**src/rtl/clock_pkg.sv**
```systemverilog
// Shared types and constants for the time-of-day set controller.
package clock_pkg;

  typedef enum logic [1:0] {
    ST_RUN    = 2'd0,
    ST_EDIT_H = 2'd1,
    ST_EDIT_M = 2'd2,
    ST_EDIT_S = 2'd3
  } state_t;

  localparam logic [3:0] ENABLE_RUN = 4'b0001;
  localparam logic [3:0] ENABLE_SET = 4'b0100;

  localparam logic [7:0] HOUR_MAX   = 8'h23;
  localparam logic [7:0] MINSEC_MAX = 8'h59;

  localparam logic [2:0] FIELD_NONE   = 3'b000;
  localparam logic [2:0] FIELD_HOUR   = 3'b100;
  localparam logic [2:0] FIELD_MINUTE = 3'b010;
  localparam logic [2:0] FIELD_SECOND = 3'b001;

  // One-hot field indication for the display driver, derived from the state.
  function automatic logic [2:0] field_of(input state_t st);
    case (st)
      ST_EDIT_H: field_of = FIELD_HOUR;
      ST_EDIT_M: field_of = FIELD_MINUTE;
      ST_EDIT_S: field_of = FIELD_SECOND;
      default:   field_of = FIELD_NONE;
    endcase
  endfunction

endpackage

```
**src/rtl/bcd_field_step.sv**
```systemverilog
// Combinational BCD +1/-1 on a {tens, ones} field that wraps between 00 and max.
module bcd_field_step (
  input  logic [7:0] value,
  input  logic [7:0] max,
  input  logic       up,
  input  logic       down,
  output logic [7:0] next
);

  // Up wins only when down is absent (and vice versa); both or neither leave the value alone.
  always_comb begin
    next = value;
    if (up && !down) begin
      if (value >= max)
        next = 8'h00;
      else if (value[3:0] == 4'd9)
        next = {value[7:4] + 4'd1, 4'd0};
      else
        next = {value[7:4], value[3:0] + 4'd1};
    end else if (down && !up) begin
      if (value == 8'h00)
        next = max;
      else if (value[3:0] == 4'd0)
        next = {value[7:4] - 4'd1, 4'd9};
      else
        next = {value[7:4], value[3:0] - 4'd1};
    end
  end

endmodule

```
**src/rtl/clock_set_ctrl.sv**
```systemverilog
// Run/set mode controller for the time-of-day counter: field selection, BCD editing,
// idle timeout back to run, and blink for the selected field.
module clock_set_ctrl
  import clock_pkg::*;
#(
  parameter int TIMEOUT   = 30,
  parameter int BLINK_DIV = 2
) (
  input  logic       clk,
  input  logic       resetn,
  input  logic       btn_mode,
  input  logic       btn_up,
  input  logic       btn_down,
  input  logic [7:0] h,
  input  logic [7:0] m,
  input  logic [7:0] s,
  output logic [3:0] enable,
  output logic [7:0] set_hour,
  output logic [7:0] set_minute,
  output logic [7:0] set_second,
  output logic [2:0] field,
  output logic       blink
);

  localparam int IW = $clog2(TIMEOUT + 1);
  localparam int BW = $clog2(BLINK_DIV + 1);

  state_t          state;
  state_t          state_next;
  logic [IW-1:0]   idle_cnt;
  logic [BW-1:0]   blink_cnt;
  logic [7:0]      hour_step;
  logic [7:0]      minute_step;
  logic [7:0]      second_step;
  logic            any_btn;
  logic            timeout_hit;

  assign any_btn = btn_mode | btn_up | btn_down;

  // Leaving on the edge where the idle count would reach TIMEOUT makes RUN visible
  // exactly TIMEOUT edges after the last button pulse.
  assign timeout_hit = (state != ST_RUN) && !any_btn && (idle_cnt >= IW'(TIMEOUT - 1));

  bcd_field_step u_hour_step (
    .value (set_hour),
    .max   (HOUR_MAX),
    .up    (btn_up),
    .down  (btn_down),
    .next  (hour_step)
  );

  bcd_field_step u_minute_step (
    .value (set_minute),
    .max   (MINSEC_MAX),
    .up    (btn_up),
    .down  (btn_down),
    .next  (minute_step)
  );

  bcd_field_step u_second_step (
    .value (set_second),
    .max   (MINSEC_MAX),
    .up    (btn_up),
    .down  (btn_down),
    .next  (second_step)
  );

  // Next state: btn_mode advances the field ring, otherwise idle timeout returns to RUN.
  always_comb begin
    state_next = state;
    if (btn_mode) begin
      case (state)
        ST_RUN:    state_next = ST_EDIT_H;
        ST_EDIT_H: state_next = ST_EDIT_M;
        ST_EDIT_M: state_next = ST_EDIT_S;
        ST_EDIT_S: state_next = ST_RUN;
        default:   state_next = ST_RUN;
      endcase
    end else if (timeout_hit) begin
      state_next = ST_RUN;
    end
  end

  // State register plus every registered output, decoded from the next state.
  always_ff @(posedge clk or negedge resetn) begin
    if (!resetn) begin
      state      <= ST_RUN;
      enable     <= ENABLE_RUN;
      field      <= FIELD_NONE;
      set_hour   <= 8'h00;
      set_minute <= 8'h00;
      set_second <= 8'h00;
      idle_cnt   <= '0;
      blink_cnt  <= '0;
      blink      <= 1'b0;
    end else begin
      state  <= state_next;
      enable <= (state_next == ST_RUN) ? ENABLE_RUN : ENABLE_SET;
      field  <= field_of(state_next);

      if (any_btn || (state_next != state) || (state_next == ST_RUN))
        idle_cnt <= '0;
      else if (idle_cnt < IW'(TIMEOUT))
        idle_cnt <= idle_cnt + IW'(1);

      if ((state == ST_RUN) && btn_mode) begin
        set_hour   <= h;
        set_minute <= m;
        set_second <= s;
      end else if (!btn_mode && (btn_up ^ btn_down)) begin
        case (state)
          ST_EDIT_H: set_hour   <= hour_step;
          ST_EDIT_M: set_minute <= minute_step;
          ST_EDIT_S: set_second <= second_step;
          default:   ;
        endcase
      end

      if (state_next == ST_RUN) begin
        blink     <= 1'b0;
        blink_cnt <= '0;
      end else if (state == ST_RUN) begin
        blink     <= 1'b1;
        blink_cnt <= '0;
      end else if (blink_cnt == BW'(BLINK_DIV - 1)) begin
        blink     <= ~blink;
        blink_cnt <= '0;
      end else begin
        blink_cnt <= blink_cnt + BW'(1);
      end
    end
  end

endmodule

```
**config.mk**
```make
export PLATFORM = sky130hd
export DESIGN_NAME = clock_set_ctrl
export DESIGN_NICKNAME = d
export VERILOG_FILES = /design/src/rtl/clock_pkg.sv /design/src/rtl/bcd_field_step.sv /design/src/rtl/clock_set_ctrl.sv
export SDC_FILE = /design/constraint.sdc
export NUM_CORES = 1
export LEC_CHECK = 0
export ABC_AREA = 0
export CORE_MARGIN = 10
export CORE_UTILIZATION = 55
export DETAILED_ROUTE_END_ITERATION = 16
export HOLD_SLACK_MARGIN = 0.1
export PLACE_DENSITY = 0.84
export SLEW_MARGIN = 20
export SYNTH_ARGS = -nofsm -noshare
export SYNTH_HDL_FRONTEND = slang
export SYNTH_SLANG_ARGS = --single-unit
```
**constraint.sdc**
```tcl
create_clock -name clk -period 3.8 [get_ports clk]
set_input_delay 1.14 -clock clk [delete_from_list [all_inputs] [get_ports clk]]
set_output_delay 1.14 -clock clk [all_outputs]
set_load 0.05 [all_outputs]
```
==> results of run 1 <==
==> metrics by stage <==
stage               instances  setup slack (ns)  utilization [%]  total power, mW  hold slack (ns)
finish                    463             0.526             71.2             3.24            0.476
CTS                       463             0.570             71.2             3.24            0.474
global placement          455             0.359             69.0             2.81            0.447
global route              463             0.340             71.2             3.47            0.515
floorplan                 337              1.14                -             2.28            0.433
detailed placement        455             0.268             69.0             2.87            0.463
==> layout make-up <==
class | instances | area, µm²
multi-input cells | 265 | 1800
fillers | 442 | 1480
flip-flops and latches | 39 | 977
repair buffers | 63 | 613
well taps | 70 | 87.6
clock buffers | 5 | 68.8
inverters | 18 | 67.6
clock inverters | 3 | 43.8
==> critical path: stages <==
cell and delay, ns:
clkdlybuf4s50_1 0.50, inv_1 0.06, ha_1 0.35, o41ai_2 0.63, o211ai_1 0.39, o21ai_0 0.24, o21ai_0 0.11
==> worst max-delay path by stage <==
stage | from | cells past startpoint | slack (ns) | end
floorplan | btn_up | 6 | 1.14 | set_second[4]
global placement | btn_up | 7 | 0.36 | set_hour[7]
detailed placement | btn_up | 7 | 0.27 | set_minute[4]
CTS | btn_up | 7 | 0.57 | set_minute[4]
global route | btn_up | 7 | 0.34 | set_second[4]
finish | btn_up | 7 | 0.53 | set_hour[6]
==> per-layer routing <==
metal	routed length (µm)	share of wire (%)	vias up	track usage, %
li1	-	-	1356	-
met1	3430	43	1327	21.5
met2	3910	50	82	31.2
met3	454	5.8	10	4.52
met4	93	1.2	0	5.14
met5	0	0	-	0
==> registers in the layout, indices dropped and copies added, names as in the netlist <==
signal	cells
blink	1
blink_cnt	2
enable	2
field	3
idle_cnt	5
set_hour	8
set_minute	8
set_second	8
state	2
==> placed cells by master, fill, tap and decap left out, types with 3 or more instances in the layout <==
master and n:
a211oi_1 4, a21boi_1 3, a21o_1 3, a21oi_1 16, a221oi_1 4, a22oi_1 4, a31oi_1 3, buf_4 5
clkbuf_8 5, clkdlybuf4s50_1 57, dfrtp_1 38, ha_1 23, inv_1 18, nand2_1 20, nand3_1 10, nor2_1 30
nor2b_1 12, nor3_1 18, nor3b_1 9, nor4_1 3, nor4b_1 4, o2111ai_1 3, o211ai_1 6, o21ai_0 34
o21ai_1 4, o31ai_1 3, xnor2_1 5
==> cell families (layout without fill, tap and decap cells) <==
logic type / count (synthesis) / after routing / synth area share (%)
buf+inv: 33 / 89 / 5.17
xor+xnor: 5 / 5 / 1.50
flops: 39 / 39 / 33.4
compound gates: 109 / 109 / 26.2
other cells: 1 / 2 / 0.128
fa+ha+maj: 23 / 23 / 9.83
simple gates: 122 / 122 / 22.3
mux: 4 / 4 / 1.45
==> power by group through the flow <==
stage	sequential, mW	clock (mW)	combinational (mW)
2_1_floorplan	1.24	0	1.04
3_3_place_gp	0.841	0	1.97
3_5_place_dp	0.846	0	2.02
4_1_cts	0.840	0.364	2.03
5_1_grt	0.886	0.376	2.21
6_report	0.847	0.356	2.03
==> results.sh, run 1 <==
export IMPL_drt_initial_drc_count=198
export IMPL_overflow=0
export IMPL_die_x_um=92.9
export IMPL_sw_frac_of_total_pct=52.2
export IMPL_grt_usage_pct=18.0
export IMPL_cts_max_path_buffers=2
export IMPL_vdd_drop_max_mv=0.740
export IMPL_rr_endpoint="set_second[4]"
export IMPL_path_clk_slew_ns=0.08
export IMPL_clock_skew_ns=0.00941
export IMPL_ant_nets=0
export IMPL_reg2reg_depth=7
export IMPL_num_antenna_cells=0
export IMPL_clkSinkCount=39
export IMPL_ctsHoldBuffers=0
export IMPL_min_path_cells=1
export IMPL_tns_ns=0
export IMPL_grt_first_pass_wirelength_mm=13.2
export IMPL_reg2reg_slack_ns=1.46
export IMPL_relSlewSlack_pct=41.3
export IMPL_grt_max_degree=40
export IMPL_synth_avg_cell_area_um2=8.71
export IMPL_pwr_share_seq_pct=26.2
export IMPL_synth_area_um2=2930
export IMPL_dieHeight_um=92.9
export IMPL_first_pass_iters=4
export IMPL_final_area_um2=3660
export IMPL_power_switching_mw=1.69
export IMPL_worst_pin_slew_ns=0.881
export IMPL_ys_seq_elements=39
export IMPL_yosys_top_cells_area="dfrtp_1 (32%), ha_1 (9.8%), o21ai_0 (5.8%)"
export IMPL_synth_top_cell_area_share_pct=32.5
export IMPL_whs_endpoint="blink_cnt[0]"
export IMPL_start_util_pct=56.9
export IMPL_fmax_mhz=305
export IMPL_fin_crit_sh_pct=86.2
export IMPL_drive_above_1_share_pct=7.63
export IMPL_tritoncts="built"
export IMPL_antenna_found_initial=0
export IMPL_min_from="blink_cnt[0]"
export IMPL_place_area_um2=3550
export IMPL_status="finished, final reports clean"
export IMPL_cts_root_buf="clkbuf_8"
export IMPL_power_frac_clock_pct=11.0
export IMPL_max_cap_viol_count=0
export IMPL_synth_warnings=0
export IMPL_endpoint_kind="register"
export IMPL_power_density_nw_per_um2=884
export IMPL_ys_seq_area_share_pct=33.4
export IMPL_hpwl_mm=6.01
export IMPL_grt_pass1_vias=2723
export IMPL_finalHoldViolCount=0
export IMPL_numCtsBuffers=5
export IMPL_cts_resized=0
export IMPL_num_vias=2775
export IMPL_cp_required_ns=3.95
export IMPL_synth_most_common_cell="dfrtp_1"
export IMPL_clk_insertion_delay_late_ns=0.30
export IMPL_setup_viol_count_final=0
export IMPL_cts_htree_levels=2
export IMPL_cp_start_kind="input pin"
export IMPL_routedWlPerCell_um=17.0
export IMPL_rsz0062_at_grt="false"
export IMPL_synthArstFlopShare_pct=100
export IMPL_post_cts_buffers=0
export IMPL_ys_types=59
export IMPL_nets=444
export IMPL_die_area_um2=8640
export IMPL_via_per_inst=5.99
export IMPL_internal_power_mw=1.55
export IMPL_synth_top_area_cell="dfrtp_1"
export IMPL_wl_mm=7.88
export IMPL_slew_viol_final=0
export IMPL_min_path_type="register to register"
export IMPL_power_leakage_nw=1.48
export IMPL_ios=61
export IMPL_place_congestion=0.887
export IMPL_path_class="input pin to register"
export IMPL_portBuffers=58
export IMPL_synth_edf_count=0
export IMPL_synth_main_ff_cell="dfrtp_1"
export IMPL_synthCells=336
export IMPL_synth_common_cells="dfrtp_1 (38), o21ai_0 (34), nor2_1 (30)"
export IMPL_p_comb_share_pct=62.8
export IMPL_core_area_um2=5140
export IMPL_std_cell_rows=26
export IMPL_path_max_fanout=8
export IMPL_crit_reg2reg_launch="state[0]"
export IMPL_area_growth_pct=25.1
export IMPL_period_needed_ns=3.27
export IMPL_cp_data_arrival_time_ns=3.42
export IMPL_drc=0
Power figures use the tool's default switching activity.
==> run 2: changes to the inputs <==
--- a/config.mk
+++ b/config.mk
@@ -5,7 +5,7 @@
 export SDC_FILE = /design/constraint.sdc
 export NUM_CORES = 1
 export LEC_CHECK = 0
-export ABC_AREA = 0
+export ABC_AREA = 1
 export CORE_MARGIN = 10
 export CORE_UTILIZATION = 55
 export DETAILED_ROUTE_END_ITERATION = 16
==> run 2 against run 1 <==
Global-route usage down 1.0 points. Worst hold slack better by 0.060 ns. Combinational power decreased by 7%. Clock power is 2% lower. Critical endpoint is now set_second[6]. Wire length decreased by 7.8%. Final cell count up 22%. Highest routed layer unchanged. Cell area rose by 1.5%. Largest cell class unchanged. Sequential share of layout area fell by 0.40 points. Maximum frequency is 16% higher. Utilization increased by 0.64 points. Critical path depth fell by 6.
==> results.sh, run 2 <==
export IMPL_status="finished, final reports clean"
export IMPL_first_pass_iters=4
export IMPL_place_ws_ns=0.734
export IMPL_portBuffers=58
export IMPL_clock_skew_ns=0.00320
export IMPL_slew_viol_final=0
export IMPL_cp_required_ns=2.66
export IMPL_grt_usage_pct=17.0
export IMPL_ys_seq_area_share_pct=32.7
export IMPL_power_switching_mw=1.61
export IMPL_p_comb_share_pct=62.2
export IMPL_yosys_top_cells_area="dfrtp_1 (32%), nand2_1 (16%), ha_1 (9.6%)"
export IMPL_place_area_um2=3600
export IMPL_cp_slowest_cell="clkdlybuf4s50_1"
export IMPL_nets=548
export IMPL_grt_max_degree=40
export IMPL_min_path_type="register to register"
export IMPL_wl_mm=7.26
export IMPL_final_cells=567
export IMPL_max_cap_viol_count=0
export IMPL_period_needed_ns=2.82
export IMPL_relSlewSlack_pct=41.1
export IMPL_synth_top_cell_area_share_pct=31.9
export IMPL_ctsHoldBuffers=0
export IMPL_num_vias=2862
export IMPL_drt_initial_drc_count=198
export IMPL_grt_pass1_vias=2824
export IMPL_grt_first_pass_wirelength_mm=12.6
export IMPL_ys_seq_elements=39
export IMPL_place_congestion=0.886
export IMPL_synth_warnings=0
export IMPL_rsz0062_at_grt="false"
export IMPL_endpoint_kind="output port"
export IMPL_synth_top_area_cell="dfrtp_1"
export IMPL_ios=61
export IMPL_tritoncts="built"
export IMPL_power_frac_clock_pct=11.6
export IMPL_grt_use_met3_pct=5.44
export IMPL_hpwl_mm=5.51
export IMPL_clkSinkCount=39
export IMPL_path_class="register to output port"
export IMPL_overflow=0
export IMPL_antenna_found_initial=0
export IMPL_synth_avg_cell_area_um2=6.82
export IMPL_path_clk_slew_ns=0.08
export IMPL_vdd_drop_max_mv=0.534
export IMPL_grt_util_met1_pct=20.0
export IMPL_finalHoldViolCount=0
export IMPL_path_buf_inv=1
export IMPL_path_max_fanout=9
export IMPL_cts_htree_levels=2
export IMPL_post_cts_buffers=0
export IMPL_num_antenna_cells=0
export IMPL_synthCells=438
export IMPL_slowest_delay_ns=0.87
export IMPL_final_area_um2=3720
export IMPL_std_cell_rows=26
export IMPL_crit_chain="clkdlybuf4s50_1"
export IMPL_area_growth_pct=24.5
export IMPL_fin_crit_sh_pct=74.3
export IMPL_top_regs="set_hour x8, set_minute x8, set_second x8"
export IMPL_via_per_inst=5.05
export IMPL_clk_insertion_delay_late_ns=0.29
export IMPL_final_cell_mix="nand2_1 (129), nor2_1 (69), clkdlybuf4s50_1 (57)"
export IMPL_start_util_pct=57.7
export IMPL_cp_data_arrival_time_ns=1.68
export IMPL_grt_use_met2_pct=29.0
export IMPL_sw_frac_of_total_pct=53.3
export IMPL_die_area_um2=8780
export IMPL_fmax_mhz=354
export IMPL_pwr_share_seq_pct=26.2
export IMPL_synth_area_um2=2990
export IMPL_synth_most_common_cell="nand2_1"
export IMPL_power_density_nw_per_um2=813
export IMPL_cp_start_kind="register"
export IMPL_synth_main_ff_cell="dfrtp_1"
export IMPL_ys_types=35
export IMPL_cts_root_buf="clkbuf_8"
export IMPL_setup_viol_count_final=0
export IMPL_drive_above_1_share_pct=7.04
export IMPL_worst_pin_slew_ns=0.884
export IMPL_core_area_um2=5170
export IMPL_dieHeight_um=93.7
export IMPL_final_setup_worst_slack_ns=0.976
export IMPL_cts_max_path_buffers=2
export IMPL_die_x_um=93.7
export IMPL_synth_edf_count=0
export IMPL_drc=0
export IMPL_numCtsBuffers=5
export IMPL_power_leakage_nw=1.89
export IMPL_internal_power_mw=1.41
export IMPL_dp_cells=559
export IMPL_critPathTopFamily="buffers and inverters"
export IMPL_ant_nets=0
export IMPL_final_common_cell="nand2_1"
export IMPL_routedWlPerCell_um=12.8
export IMPL_cts_resized=0
export IMPL_fin_util_pct=71.8
export IMPL_tns_ns=0
export IMPL_synth_common_cells="nand2_1 (129), nor2_1 (69), inv_1 (47)"
export IMPL_synthArstFlopShare_pct=100
export IMPL_grt_busiest_layer="met2"
[run 2: changes by cell type in the layout (fill, tap and decap cells not counted), sizes merged, moves of 12 or more]
cell and delta:
inv +40, nor2 +40, nand2 +114, nand3 +20
nor2b -12, nor3 -12, o21ai -24
[run 2: area by class of cell]
class | count | area [µm²]
inverter | 59 | 221
multi-input combinational | 333 | 1740
fill | 425 | 1460
sequential | 39 | 977
tap | 70 | 87.6
clock buffer | 5 | 68.8
clock inverter | 3 | 43.8
timing repair buffer | 58 | 576
[run 2: logic make-up after synthesis]
kind of cell / Yosys count / share of synthesized area, %
compound gates: 41 / 7.50
xor+xnor: 15 / 4.40
fa+ha+maj: 23 / 9.64
buf+inv: 67 / 9.05
flops: 39 / 32.7
other cells: 1 / 0.126
simple gates: 252 / 36.5
[run 2: per-stage QoR]
step / power, mW / hold slack, ns
global route: 3.27 / 0.576
finish: 3.02 / 0.536
detailed placement: 2.67 / 0.528
floorplan: 2.15 / 0.490
CTS: 3.04 / 0.539
global placement: 2.63 / 0.508
[run 2: path summary, 6_finish.rpt]
path	depth (start not counted)	slack [ns]	to	start
max	1	0.98	set_second[6]	set_second[6]
min	3	0.54	blink_cnt[0]	blink_cnt[0]
max reg2reg	10	1.82	set_hour[5]	state[1]
min reg2reg	3	0.54	blink_cnt[0]	blink_cnt[0]
max in group asynchronous	1	2.28	idle_cnt[4]	resetn
min in group asynchronous	1	0.96	set_second[5]	resetn
[run 2: per-layer routing]
metal | wire length (µm) | up-vias
li1 | - | 1478
met1 | 3140 | 1289
met2 | 3420 | 85
met3 | 614 | 10
met4 | 87 | 0
met5 | 0 | -
[run 2: power groups by stage]
stage          clock network [mW]  logic, mW  registers [mW]
4_1_cts                     0.355       1.89           0.787
3_3_place_gp                    0       1.84           0.786
3_5_place_dp                    0       1.87           0.795
6_report                    0.350       1.88           0.792
2_1_floorplan                   0      0.939            1.21
5_1_grt                     0.369       2.09           0.818
==> run 3: changes to the inputs <==
--- a/config.mk
+++ b/config.mk
@@ -7,10 +7,10 @@
 export LEC_CHECK = 0
 export ABC_AREA = 1
 export CORE_MARGIN = 10
-export CORE_UTILIZATION = 55
+export CORE_UTILIZATION = 52
 export DETAILED_ROUTE_END_ITERATION = 16
 export HOLD_SLACK_MARGIN = 0.1
-export PLACE_DENSITY = 0.84
+export PLACE_DENSITY = 0.8
 export SLEW_MARGIN = 20
 export SYNTH_ARGS = -nofsm -noshare
 export SYNTH_HDL_FRONTEND = slang
==> constraint.sdc (replaced) <==
create_clock -name clk -period 2.9 [get_ports clk]
set_input_delay 0.87 -clock clk [delete_from_list [all_inputs] [get_ports clk]]
set_output_delay 0.87 -clock clk [all_outputs]
set_load 0.05 [all_outputs]
==> run 3 against run 2 <==
Sequential share of layout area increased by 0.16 points. Final cell count increased by 0.53%. Sequential power increased by 33%. Count of clock-buffer cells in the layout increased by 3. Register-to-register slack got worse by 0.90 ns. Utilization decreased by 5.2 points. Largest power group unchanged.
==> results.sh, run 3 (synthesized netlist as in run 2, its figures left out) <==
export IMPL_cts_root_buf="clkbuf_8"
export IMPL_clock_skew_ns=0.00569
export IMPL_num_vias=2830
export IMPL_power_density_nw_per_um2=1050
export IMPL_routedWlPerCell_um=13.2
export IMPL_place_area_um2=3610
export IMPL_nets=549
export IMPL_path_buf_inv=1
export IMPL_critPathTopFamily="buffers and inverters"
export IMPL_slowest_delay_ns=0.87
export IMPL_final_cell_mix="nand2_1 (129), nor2_1 (69), clkdlybuf4s50_1 (57)"
export IMPL_final_common_cell="nand2_1"
export IMPL_power_leakage_nw=1.87
export IMPL_min_path_type="register to register"
export IMPL_min_from="blink_cnt[0]"
export IMPL_clkSinkCount=39
export IMPL_ios=61
export IMPL_final_cells=570
export IMPL_first_pass_iters=4
export IMPL_worst_pin_slew_ns=0.886
export IMPL_clk_insertion_delay_late_ns=0.29
export IMPL_setup_viol_count_final=0
export IMPL_cts_max_path_buffers=2
export IMPL_place_ws_ns=0.0914
export IMPL_die_x_um=95.8
export IMPL_post_cts_buffers=0
export IMPL_ant_nets=0
export IMPL_area_growth_pct=23.7
export IMPL_slew_viol_final=0
export IMPL_crit_chain="clkdlybuf4s50_1"
export IMPL_overflow=0
export IMPL_place_congestion=0.848
export IMPL_drc=0
export IMPL_reg2reg_slack_ns=0.92
export IMPL_final_setup_worst_slack_ns=0.347
export IMPL_finalHoldViolCount=0
export IMPL_crit_reg2reg_launch="state[0]"
export IMPL_die_area_um2=9170
export IMPL_path_class="register to output port"
export IMPL_via_per_inst=4.96
export IMPL_cts_resized=0
export IMPL_ctsHoldBuffers=0
export IMPL_antenna_found_initial=0
export IMPL_reg2reg_depth=10
export IMPL_cp_required_ns=2.03
export IMPL_path_clk_slew_ns=0.07
export IMPL_max_cap_viol_count=0
export IMPL_grt_first_pass_wirelength_mm=13.0
export IMPL_cp_data_arrival_time_ns=1.68
export IMPL_core_area_um2=5540
export IMPL_std_cell_rows=27
export IMPL_min_path_cells=3
export IMPL_grt_usage_pct=17.0
export IMPL_portBuffers=58
export IMPL_relSlewSlack_pct=40.9
export IMPL_num_antenna_cells=0
export IMPL_grt_max_degree=40
export IMPL_drt_initial_drc_count=149
export IMPL_final_area_um2=3690
export IMPL_period_needed_ns=2.55
export IMPL_vdd_drop_max_mv=0.697
export IMPL_fin_util_pct=66.7
export IMPL_endpoint_kind="output port"
export IMPL_whs_endpoint="blink_cnt[0]"
export IMPL_top_regs="set_hour x8, set_minute x8, set_second x8"
export IMPL_tritoncts="built"
export IMPL_fin_crit_sh_pct=88.0
export IMPL_start_util_pct=53.9
export IMPL_status="finished, final reports clean"
export IMPL_cp_slowest_cell="clkdlybuf4s50_1"
export IMPL_path_max_fanout=8
export IMPL_tns_ns=0
export IMPL_drive_above_1_share_pct=6.63
export IMPL_cts_htree_levels=2
export IMPL_numCtsBuffers=5
export IMPL_cp_start_kind="register"
export IMPL_rsz0062_at_grt="false"
export IMPL_fmax_mhz=392
export IMPL_dp_cells=562
export IMPL_dieHeight_um=95.8
export IMPL_hpwl_mm=5.79
export IMPL_grt_pass1_vias=2885
export IMPL_rr_endpoint="set_hour[5]"
export IMPL_wl_mm=7.50
## run 3: worst max-delay path by stage
stage / from / cells after the start / slack [ns] / endpoint
final: set_hour[2] / 1 / 0.35 / set_hour[2]
after CTS: set_hour[2] / 1 / 0.33 / set_hour[2]
after global routing: btn_down / 12 / 0.26 / set_hour[4]
after global placement: btn_up / 10 / 0.16 / set_hour[5]
after detailed placement: btn_up / 10 / 0.09 / set_hour[5]
after floorplan: btn_up / 9 / 0.83 / set_hour[5]
## run 3: cell type report
| cell class | instances | area (µm²) |
|---|---|---|
| Clock buffer | 8 | 80.1 |
| Fill cell | 517 | 1850 |
| Inverter | 59 | 221 |
| Multi-Input combinational cell | 333 | 1740 |
| Sequential cell | 39 | 977 |
| Tap cell | 72 | 90.1 |
| Timing Repair Buffer | 59 | 583 |
## run 3: report_power, final
part / switching, mW / internal, mW
sequential: 0.295 / 0.750
clock: 0.183 / 0.171
combinational: 1.62 / 0.847
## run 3: per-stage QoR
step	hold slack (ns)	power (mW)
after global placement	0.510	3.46
after global routing	0.583	4.21
final	0.529	3.87
after CTS	0.535	3.89
after floorplan	0.490	2.81
after detailed placement	0.526	3.52
## run 3: routing by layer
metal / GRT usage, % / vias to the layer above / wire length, µm
met5: 0 / - / 0
met4: 4.18 / 0 / 71
met3: 4.28 / 7 / 595
met2: 29.2 / 71 / 3600
met1: 20.8 / 1269 / 3240
li1: - / 1483 / -
